## src/rtl/ram_bist_master_pkg.sv

```systemverilog
// Shared definitions for the RAM BIST initiator: default geometry and FSM states.
package ram_bist_master_pkg;

    localparam int unsigned BIST_AW = 4;
    localparam int unsigned BIST_DW = 8;

    typedef enum logic [2:0] {
        IDLE,
        WRITE,
        READ,
        CMP,
        DONE
    } bist_state_t;

endpackage

```

## src/rtl/ram_bist_master_addr_seq.sv

```systemverilog
// Address sequencer for the BIST write and read sweeps; holds at N-1 rather than wrapping.
module bist_addr_seq #(
    parameter int AW = 4
) (
    input  logic          clk,
    input  logic          rst,
    input  logic          clr,
    input  logic          en,
    output logic [AW-1:0] addr,
    output logic          last
);

    assign last = &addr;

    always_ff @(posedge clk or negedge rst) begin
        if (!rst) begin
            addr <= '0;
        end else if (clr) begin
            addr <= '0;
        end else if (en && !last) begin
            addr <= addr + 1'b1;
        end
    end

endmodule

```

## src/rtl/ram_bist_master.sv

```systemverilog
// Writes a seed-derived pattern to every RAM location, reads it back and reports
// pass/fail, mismatch count and first failing address.
module ram_bist_master
    import ram_bist_master_pkg::*;
#(
    parameter int AW = BIST_AW,
    parameter int DW = BIST_DW
) (
    input  logic          clk,
    input  logic          rst,
    input  logic          start,
    input  logic [DW-1:0] seed,
    output logic          ram_we,
    output logic [AW-1:0] ram_addr,
    output logic [DW-1:0] ram_wdata,
    input  logic [DW-1:0] ram_rdata,
    output logic          busy,
    output logic          done,
    output logic          pass,
    output logic [AW:0]   err_cnt,
    output logic [AW-1:0] fail_addr
);

    bist_state_t   state;
    bist_state_t   state_next;
    logic [DW-1:0] seed_q;
    logic [DW-1:0] seed_next;
    logic          we_next;
    logic [DW-1:0] wdata_next;
    logic [AW:0]   err_next;
    logic [AW-1:0] fail_next;
    logic          pass_next;
    logic          addr_clr;
    logic          addr_en;
    logic          addr_last;
    logic          mismatch;

    // Address zero-extended (or truncated) to DW, XORed with the seed.
    function automatic logic [DW-1:0] pattern(input logic [AW-1:0] a, input logic [DW-1:0] s);
        logic [DW-1:0] ext;
        ext = '0;
        for (int unsigned i = 0; i < AW; i++) begin
            if (i < DW) ext[i] = a[i];
        end
        return ext ^ s;
    endfunction

    bist_addr_seq #(
        .AW(AW)
    ) u_addr_seq (
        .clk (clk),
        .rst (rst),
        .clr (addr_clr),
        .en  (addr_en),
        .addr(ram_addr),
        .last(addr_last)
    );

    assign mismatch = (ram_rdata != pattern(ram_addr, seed_q));
    assign busy     = (state == WRITE) || (state == READ) || (state == CMP);
    assign done     = (state == DONE);

    always_comb begin
        state_next = state;
        seed_next  = seed_q;
        we_next    = 1'b0;
        wdata_next = '0;
        err_next   = err_cnt;
        fail_next  = fail_addr;
        pass_next  = pass;
        addr_clr   = 1'b0;
        addr_en    = 1'b0;
        case (state)
            IDLE: begin
                if (start) begin
                    seed_next  = seed;
                    err_next   = '0;
                    fail_next  = '0;
                    pass_next  = 1'b0;
                    addr_clr   = 1'b1;
                    we_next    = 1'b1;
                    wdata_next = pattern('0, seed);
                    state_next = WRITE;
                end
            end
            WRITE: begin
                // Write data is registered alongside the address, so it is
                // computed from the address the counter is about to hold.
                if (addr_last) begin
                    addr_clr   = 1'b1;
                    state_next = READ;
                end else begin
                    addr_en    = 1'b1;
                    we_next    = 1'b1;
                    wdata_next = pattern(ram_addr + 1'b1, seed_q);
                end
            end
            READ: begin
                state_next = CMP;
            end
            CMP: begin
                if (mismatch) begin
                    err_next = err_cnt + 1'b1;
                    if (err_cnt == '0) fail_next = ram_addr;
                end
                if (addr_last) begin
                    pass_next  = (err_next == '0);
                    state_next = DONE;
                end else begin
                    addr_en    = 1'b1;
                    state_next = READ;
                end
            end
            DONE: begin
                state_next = IDLE;
            end
            default: begin
                state_next = IDLE;
            end
        endcase
    end

    always_ff @(posedge clk or negedge rst) begin
        if (!rst) begin
            state     <= IDLE;
            seed_q    <= '0;
            ram_we    <= 1'b0;
            ram_wdata <= '0;
            err_cnt   <= '0;
            fail_addr <= '0;
            pass      <= 1'b0;
        end else begin
            state     <= state_next;
            seed_q    <= seed_next;
            ram_we    <= we_next;
            ram_wdata <= wdata_next;
            err_cnt   <= err_next;
            fail_addr <= fail_next;
            pass      <= pass_next;
        end
    end

endmodule
```

## config.mk

```make
export PLATFORM = sky130hd
export DESIGN_NAME = ram_bist_master
export DESIGN_NICKNAME = d
export VERILOG_FILES = /design/src/rtl/ram_bist_master_pkg.sv /design/src/rtl/ram_bist_master_addr_seq.sv /design/src/rtl/ram_bist_master.sv
export SDC_FILE = /design/constraint.sdc
export NUM_CORES = 1
export LEC_CHECK = 0
export BUFFER_PORTS_ARGS = -buffer_cell sky130_fd_sc_hd__buf_2
export CORE_MARGIN = 1
export CORE_UTILIZATION = 47
export DETAILED_ROUTE_END_ITERATION = 8
export PLACE_DENSITY_LB_ADDON = 0.1
export SYNTH_ARGS = -nofsm -noshare
export SYNTH_HDL_FRONTEND = slang
export SYNTH_SLANG_ARGS = --single-unit
```

## constraint.sdc

```tcl
create_clock -name clk -period 1.55 [get_ports clk]
set_input_delay 0.155 -clock clk [delete_from_list [all_inputs] [get_ports clk]]
set_output_delay 0.155 -clock clk [all_outputs]
set_load 0.01 [all_outputs]
```

==> results of run 1 <==
-- path summary, 6_finish.rpt --
kind                                 endpoint  slack (ns)  depth (start not counted)
min reg2reg                      fail_addr[3]        0.52                          2
min in group asynchronous           seed_q[5]        0.34                          2
min                                 seed_q[6]        0.08                          3
max reg2reg                        err_cnt[3]       -0.13                          7
max                                err_cnt[3]       -0.13                          7
max in group asynchronous  u_addr_seq.addr[0]        0.75                          3
-- critical path, delay by kind of cell, from the launching register on --
family | cells | cell delay, ns
AOI/OAI and AO/OA | 1 | 0.19
xor gates and xnor gates | 3 | 0.64
buffers and inverters | 1 | 0.16
DFF | 1 | 0.44
and+or+nand+nor | 2 | 0.20
-- layout by cell type (no fill, tap or decap), types with 2 or more instances in the layout --
master | Yosys | final
nand3_1 | 12 | 8
a22o_1 | 2 | 2
clkinv_2 | 0 | 2
xnor2_1 | 6 | 5
buf_2 | 0 | 43
ha_2 | 0 | 2
a21oi_1 | 6 | 6
inv_1 | 3 | 3
nand3_2 | 0 | 4
buf_12 | 0 | 2
a31oi_4 | 1 | 2
xnor2_2 | 1 | 2
xor2_2 | 1 | 5
xor2_1 | 7 | 3
o21ai_2 | 0 | 2
nand2_1 | 46 | 44
dfrtp_2 | 0 | 2
o21ai_1 | 1 | 5
nor4b_2 | 1 | 3
nor2_1 | 14 | 13
dfrtp_1 | 34 | 32
buf_4 | 1 | 30
and2_1 | 2 | 2
xnor3_1 | 3 | 3
clkbuf_8 | 0 | 5
-- layer usage --
metal  track usage, %  vias up  share of wire [%]
met4             6.69        0                1.0
met1             28.7      730                 43
met3             5.11        6                5.0
met5                0        -                  0
met2             37.2       45                 51
li1                 -      741                  -
-- power by group through the flow --
| stage | clock (W) | sequential, W | combinational [W] |
|---|---|---|---|
| 5_1_grt | 0.000682 | 0.00155 | 0.00315 |
| 4_1_cts | 0.000639 | 0.00149 | 0.00263 |
| 3_3_place_gp | 0 | 0.00147 | 0.00249 |
| 3_5_place_dp | 0 | 0.00150 | 0.00255 |
| 2_1_floorplan | 0 | 0.00161 | 0.00145 |
| 6_report | 0.000635 | 0.00151 | 0.00289 |
-- cells by family after synthesis --
kind of cell	count (synthesis)	synth area share, %
adders and majority gates	3	2.14
buffers and inverters	9	2.57
muxes	1	0.643
DFF	34	48.6
AOI/OAI and AO/OA	23	9.15
and+or+nand+nor	88	24.7
xor gates and xnor gates	18	12.2
-- repair_timing --
| action | in CTS | in global routing |
|---|---|---|
| gates cloned | 0 | 0 |
| setup buffers | 2 | 6 |
| gates resized for setup | 6 | 20 |
| hold buffers | 1 | 0 |
| endpoints found under the setup margin | 8 | 15 |
| endpoints found under the hold margin | 17 | 0 |
| pin swaps | 4 | 6 |
-- flip-flops by register name (all words and copies together) (netlist names) --
name	count
err_cnt	5
fail_addr	4
pass	1
ram_wdata	8
ram_we	1
seed_q	8
state	3
u_addr_seq.addr	4
-- area by class of cell --
cell class	instances	area, µm²	area share (%)
clock inverter	2	10.0	0.403
clock buffer	6	72.6	2.92
multi-input combinational	133	978	39.4
sequential	34	853	34.3
timing repair buffer	77	502	20.2
inverter	3	11.3	0.453
tap	46	57.6	2.32
-- stage by stage --
step           std cells  instance area [µm²]  TNS [ns]  setup slack [ns]
2_1_floorplan        176                 1780    -0.399           -0.0863
3_3_place_gp         284                 2220    -0.364           -0.0956
3_5_place_dp         284                 2220    -0.664            -0.174
4_1_cts              295                 2380    -0.889            -0.120
5_1_grt              301                 2480     -1.81            -0.196
6_report             301                 2480    -0.903            -0.133
==> flow_summary.yaml, run 1 <==
worst_setup_path:
  cp-start-kind: "flip-flop"
  cp_cell_sequence: "xor2_2 > xnor2_2 > buf_4 > nand3_4 > nand4_1 > xnor2_1 > a22o_1"
  critPathCaptureType: "flip-flop"
  worst-setup-path-type: "reg -> reg"
  crit_slowest_cell: "dfrtp_2"
  reg2reg_from: "u_addr_seq.addr[0]"
  cpPeakStageDelay_ns: 0.44
  path_max_fanout: 5
  startpoint: "u_addr_seq.addr[0]"
  cp.arrival_ns: 1.91
  required_ns: 1.77
synthesis:
  synthTopCellsByArea: "dfrtp_1 (49%), nand2_1 (9.9%), xnor3_1 (3.9%), xor2_1 (3.5%), nand3_1 (3.4%)"
  syn_inst: 176
  ys_types: 40
  yosysTopAreaCell: "dfrtp_1"
  syn-num-nets: 198
  ys_top_cells_by_count: "nand2_1 (46), dfrtp_1 (34), nor2_1 (14), nand3_1 (12)"
  yosys_most_used_dff: "dfrtp_1"
  avgSynthCellArea_um2: 9.95
  yosys_warnings: 0
  yosysSeqAreaShare_pct: 48.6
  synth_edf_count: 0
  asyncSetResetFlopFracSynth_pct: 100
  synth_most_common_cell: "nand2_1"
  syn_area_mm2: 0.00175
  synth_top_area_share_pct: 48.6
  synth-seq-cells: 34
die:
  rows: 21
  die-area_mm2: 0.00397
  fp.coreArea_mm2: 0.00344
  die_w_um: 63.0
  initial_core_util_pct: 50.9
  pin_count: 44
  die_h_um: 63.0
route:
  drt-vias-per-instance: 5.06
  drc: 0
  drt_wl_total_um: 4220
  wl_per_cell_um: 14.0
  drt-initial-drc-count: 71
  drtAntennaViolNets: 0
  dr.pass1.iters: 4
  vias: 1522
finish:
  fin_util_pct: 72.2
  syn_to_final_growth_pct: 42.0
  fill_cells: 258
  nets: 276
  drive_above_1_share_pct: 45.9
  num_antenna_cells: 0
clocking:
  tritoncts: "yes"
  clk_pin_slew_ns: 0.08
  cts_max_path_buffers: 2
  clock_sinks: 34
  insertion_delay_ns: 0.29
  h-tree-depth: 2
  cts-root-buf: "clkbuf_8"
  cts-buffers-inserted: 5
placed_design:
  place.gp.congestion: 0.872
  post-dp-hpwl_um: 3000
  io_buffers: 43
timing:
  setup_viol: 8
  finClkSkew_ns: 0.0129
  rsz0062_at_grt: "yes"
  worstMarginPinSlew_ns: 0.443
  max_freq_ghz: 0.594
  min_period_ns: 1.68
  slew_headroom_pct: 70.5
  min_period_over_period_pct: 109
  hold_slack_ns: 0.0800
  final_max_slew_viol_count: 0
  fin_ws_ns: -0.133
  hold_viol: 0
global_route:
  overflow: 0
  grt_pass1_wl_um: 6780
  grt_util_all_layers_pct: 22.3
  grt_pass1_vias: 1415
  grt_max_degree: 19
  antenna_found_initial: 0
run_status:
  violations: "setup timing"
  status: "finished with violations"
power_and_ir_drop:
  seqPwrFrac_pct: 30.0
  p_clk_share_pct: 12.6
  power_w: 0.00503
  p_int_w: 0.00299
  power_density_mw_per_mm2: 2020
  p_leak_nw: 1.28
  p_comb_share_pct: 57.4
  swShare_pct: 40.6
  power_switching_w: 0.00204
  ir_worst_vdd_v: 0.000899
hold_path:
  min-delay-start: "seed[6]"
  min_path_type: "in -> reg"
run:
  drv_cap: 0
Power figures use the tool's default switching activity.
==> run 2, diff against run 1 <==
--- a/config.mk
+++ b/config.mk
@@ -6,7 +6,7 @@
 export NUM_CORES = 1
 export LEC_CHECK = 0
 export BUFFER_PORTS_ARGS = -buffer_cell sky130_fd_sc_hd__buf_2
-export CORE_MARGIN = 1
+export CORE_MARGIN = 2
 export CORE_UTILIZATION = 47
 export DETAILED_ROUTE_END_ITERATION = 8
 export PLACE_DENSITY_LB_ADDON = 0.1
==> run 2 against run 1 <==
The run still ends with setup timing left. Die area rose by 6.4%. Clock skew fell by 0.0074 ns. Clock-buffer cell count rose by 1. First-iteration DRC count fell by 9.9%. Register-to-register slack got worse by 0.05 ns. Via count rose by 0.59%. Sequential power barely moved. Cell count fell by 1.3%. Global-route usage rose by 0.14 points. Critical path depth fell by 1. Sequential cell count did not move. Power fell by 2.6%. Critical path type unchanged.
==> flow_summary.yaml, run 2 (synthesis gave the netlist of run 1 again) <==
run_status:
  status: "finished with violations"
  violations: "setup timing"
clocking:
  clock_sinks: 34
  clk_pin_slew_ns: 0.07
  h-tree-depth: 2
  insertion_delay_ns: 0.29
  tritoncts: "yes"
  cts_max_path_buffers: 2
  cts-buffers-inserted: 5
  cts-root-buf: "clkbuf_8"
placed_design:
  placed_cell_area_mm2: 0.00221
  io_buffers: 43
  post-dp-hpwl_um: 3160
  place.gp.congestion: 0.795
timing:
  slew_headroom_pct: 71.7
  rsz0062_at_grt: "yes"
  max_freq_ghz: 0.577
  setup_viol: 10
  final_max_slew_viol_count: 0
  worstMarginPinSlew_ns: 0.424
  fin_ws_ns: -0.182
  min_period_ns: 1.73
  finClkSkew_ns: 0.00554
  hold_viol: 0
  min_period_over_period_pct: 112
finish:
  top_regs: "ram_wdata x8, seed_q x8, err_cnt x5"
  drive_above_1_share_pct: 45.0
  final_common_cell: "buf_2"
  fin_util_pct: 66.9
  fill_cells: 318
  layout_common_cells: "buf_2 (43), nand2_1 (42), dfrtp_1 (32)"
  multi_input_area_um2: 970
  seqCellArea_um2: 853
  num_antenna_cells: 0
  syn_to_final_growth_pct: 38.8
  nets: 270
  fin_area_mm2: 0.00243
route:
  drt-initial-drc-count: 64
  drt_wl_total_um: 4210
  wl_per_cell_um: 14.2
  drc: 0
  dr.pass1.iters: 5
  drtAntennaViolNets: 0
  vias: 1531
  drt-vias-per-instance: 5.15
worst_setup_path:
  critPathCaptureType: "flip-flop"
  cp_cell_sequence: "xnor3_1 > and3_4 > nand3_4 > nand4_1 > xnor2_2 > a22o_1"
  reg2reg_setup_slack_ns: -0.18
  crit_slowest_cell: "xnor3_1"
  worst-setup-path-type: "reg -> reg"
  cp.arrival_ns: 1.91
  path_max_fanout: 5
  crit_family: "XOR/XNOR gates"
  cp-start-kind: "flip-flop"
  required_ns: 1.73
  crit_buf_inv: 0
  cpPeakStageDelay_ns: 0.40
power_and_ir_drop:
  seqPwrFrac_pct: 30.4
  p_comb_share_pct: 55.8
  power_density_mw_per_mm2: 2020
  p_int_w: 0.00288
  swShare_pct: 41.1
  p_leak_nw: 1.26
  power_switching_w: 0.00201
  ir_worst_vdd_v: 0.000985
  p_clk_share_pct: 13.8
global_route:
  grt_pass1_vias: 1569
  antenna_found_initial: 0
  grt_max_degree: 19
  grt_util_all_layers_pct: 22.5
  overflow: 0
  grt_pass1_wl_um: 7190
die:
  fp.coreArea_mm2: 0.00363
  pin_count: 44
  die_h_um: 65.0
  initial_core_util_pct: 48.2
  rows: 22
  die_w_um: 65.0
  die-area_mm2: 0.00423
hold_path:
  min_path_type: "in -> reg"
run:
  drv_cap: 0
run 2: per-layer routing:
metal  track usage (%)  wire length, µm
met1              26.4             1700
met2              40.9             2260
met3              5.73              206
met4              5.73               40
met5                 0                0
run 2: worst register-to-register path, cell delays in order, from the launching register on:
cell and delay [ns]:
dfrtp_1 0.36, xnor3_1 0.40, and3_4 0.22, nand3_4 0.10, nand4_1 0.15, xnor2_2 0.18
a22o_1 0.22
run 2: layout make-up:
| type | count | area share, % |
|---|---|---|
| multi-input cells | 133 | 39.9 |
| flip-flops and latches | 34 | 35.1 |
| clock inverters | 1 | 0.206 |
| repair buffers | 71 | 18.3 |
| well taps | 48 | 2.47 |
| clock buffers | 7 | 3.55 |
| inverters | 3 | 0.463 |
run 2: final timing paths:
| check | startpoint | depth (start not counted) | to |
|---|---|---|---|
| worst max-delay path | seed_q[3] | 6 | err_cnt[3] |
| worst min-delay path | seed[0] | 3 | seed_q[0] |
| worst max register to register | seed_q[3] | 6 | err_cnt[3] |
| worst min register to register | fail_addr[0] | 2 | fail_addr[0] |
| max in group asynchronous | rst | 3 | fail_addr[0] |
| min in group asynchronous | rst | 2 | seed_q[6] |
run 2: repair_timing:
item / 4_1_cts / 5_1_grt
resized for setup: 8 / 16
cloned: 0 / 0
pin swaps: 7 / 8
hold buffers: 1 / 0
setup endpoints to repair: 9 / 16
endpoints found under the hold margin: 16 / 0
buffers inserted: 1 / 2
run 2: metrics by stage:
step                std cells  setup slack (ns)  hold slack [ns]  total power [W]  setup TNS, ns
detailed placement        285            -0.153            0.116          0.00400         -0.750
global placement          285            -0.107            0.107          0.00392         -0.471
finish                    297            -0.182           0.0790          0.00490          -1.06
global route              297            -0.378            0.100          0.00526          -2.07
floorplan                 176           -0.0863           -0.141          0.00305         -0.399
CTS                       295            -0.171           0.0751          0.00476         -0.759
run 2: power by group through the flow:
| stage | Sequential [W] | Clock, W | Combinational [W] |
|---|---|---|---|
| detailed placement | 0.00150 | 0 | 0.00250 |
| global placement | 0.00147 | 0 | 0.00245 |
| global route | 0.00154 | 0.000721 | 0.00301 |
| CTS | 0.00149 | 0.000677 | 0.00260 |
| finish | 0.00149 | 0.000677 | 0.00273 |
| floorplan | 0.00161 | 0 | 0.00145 |
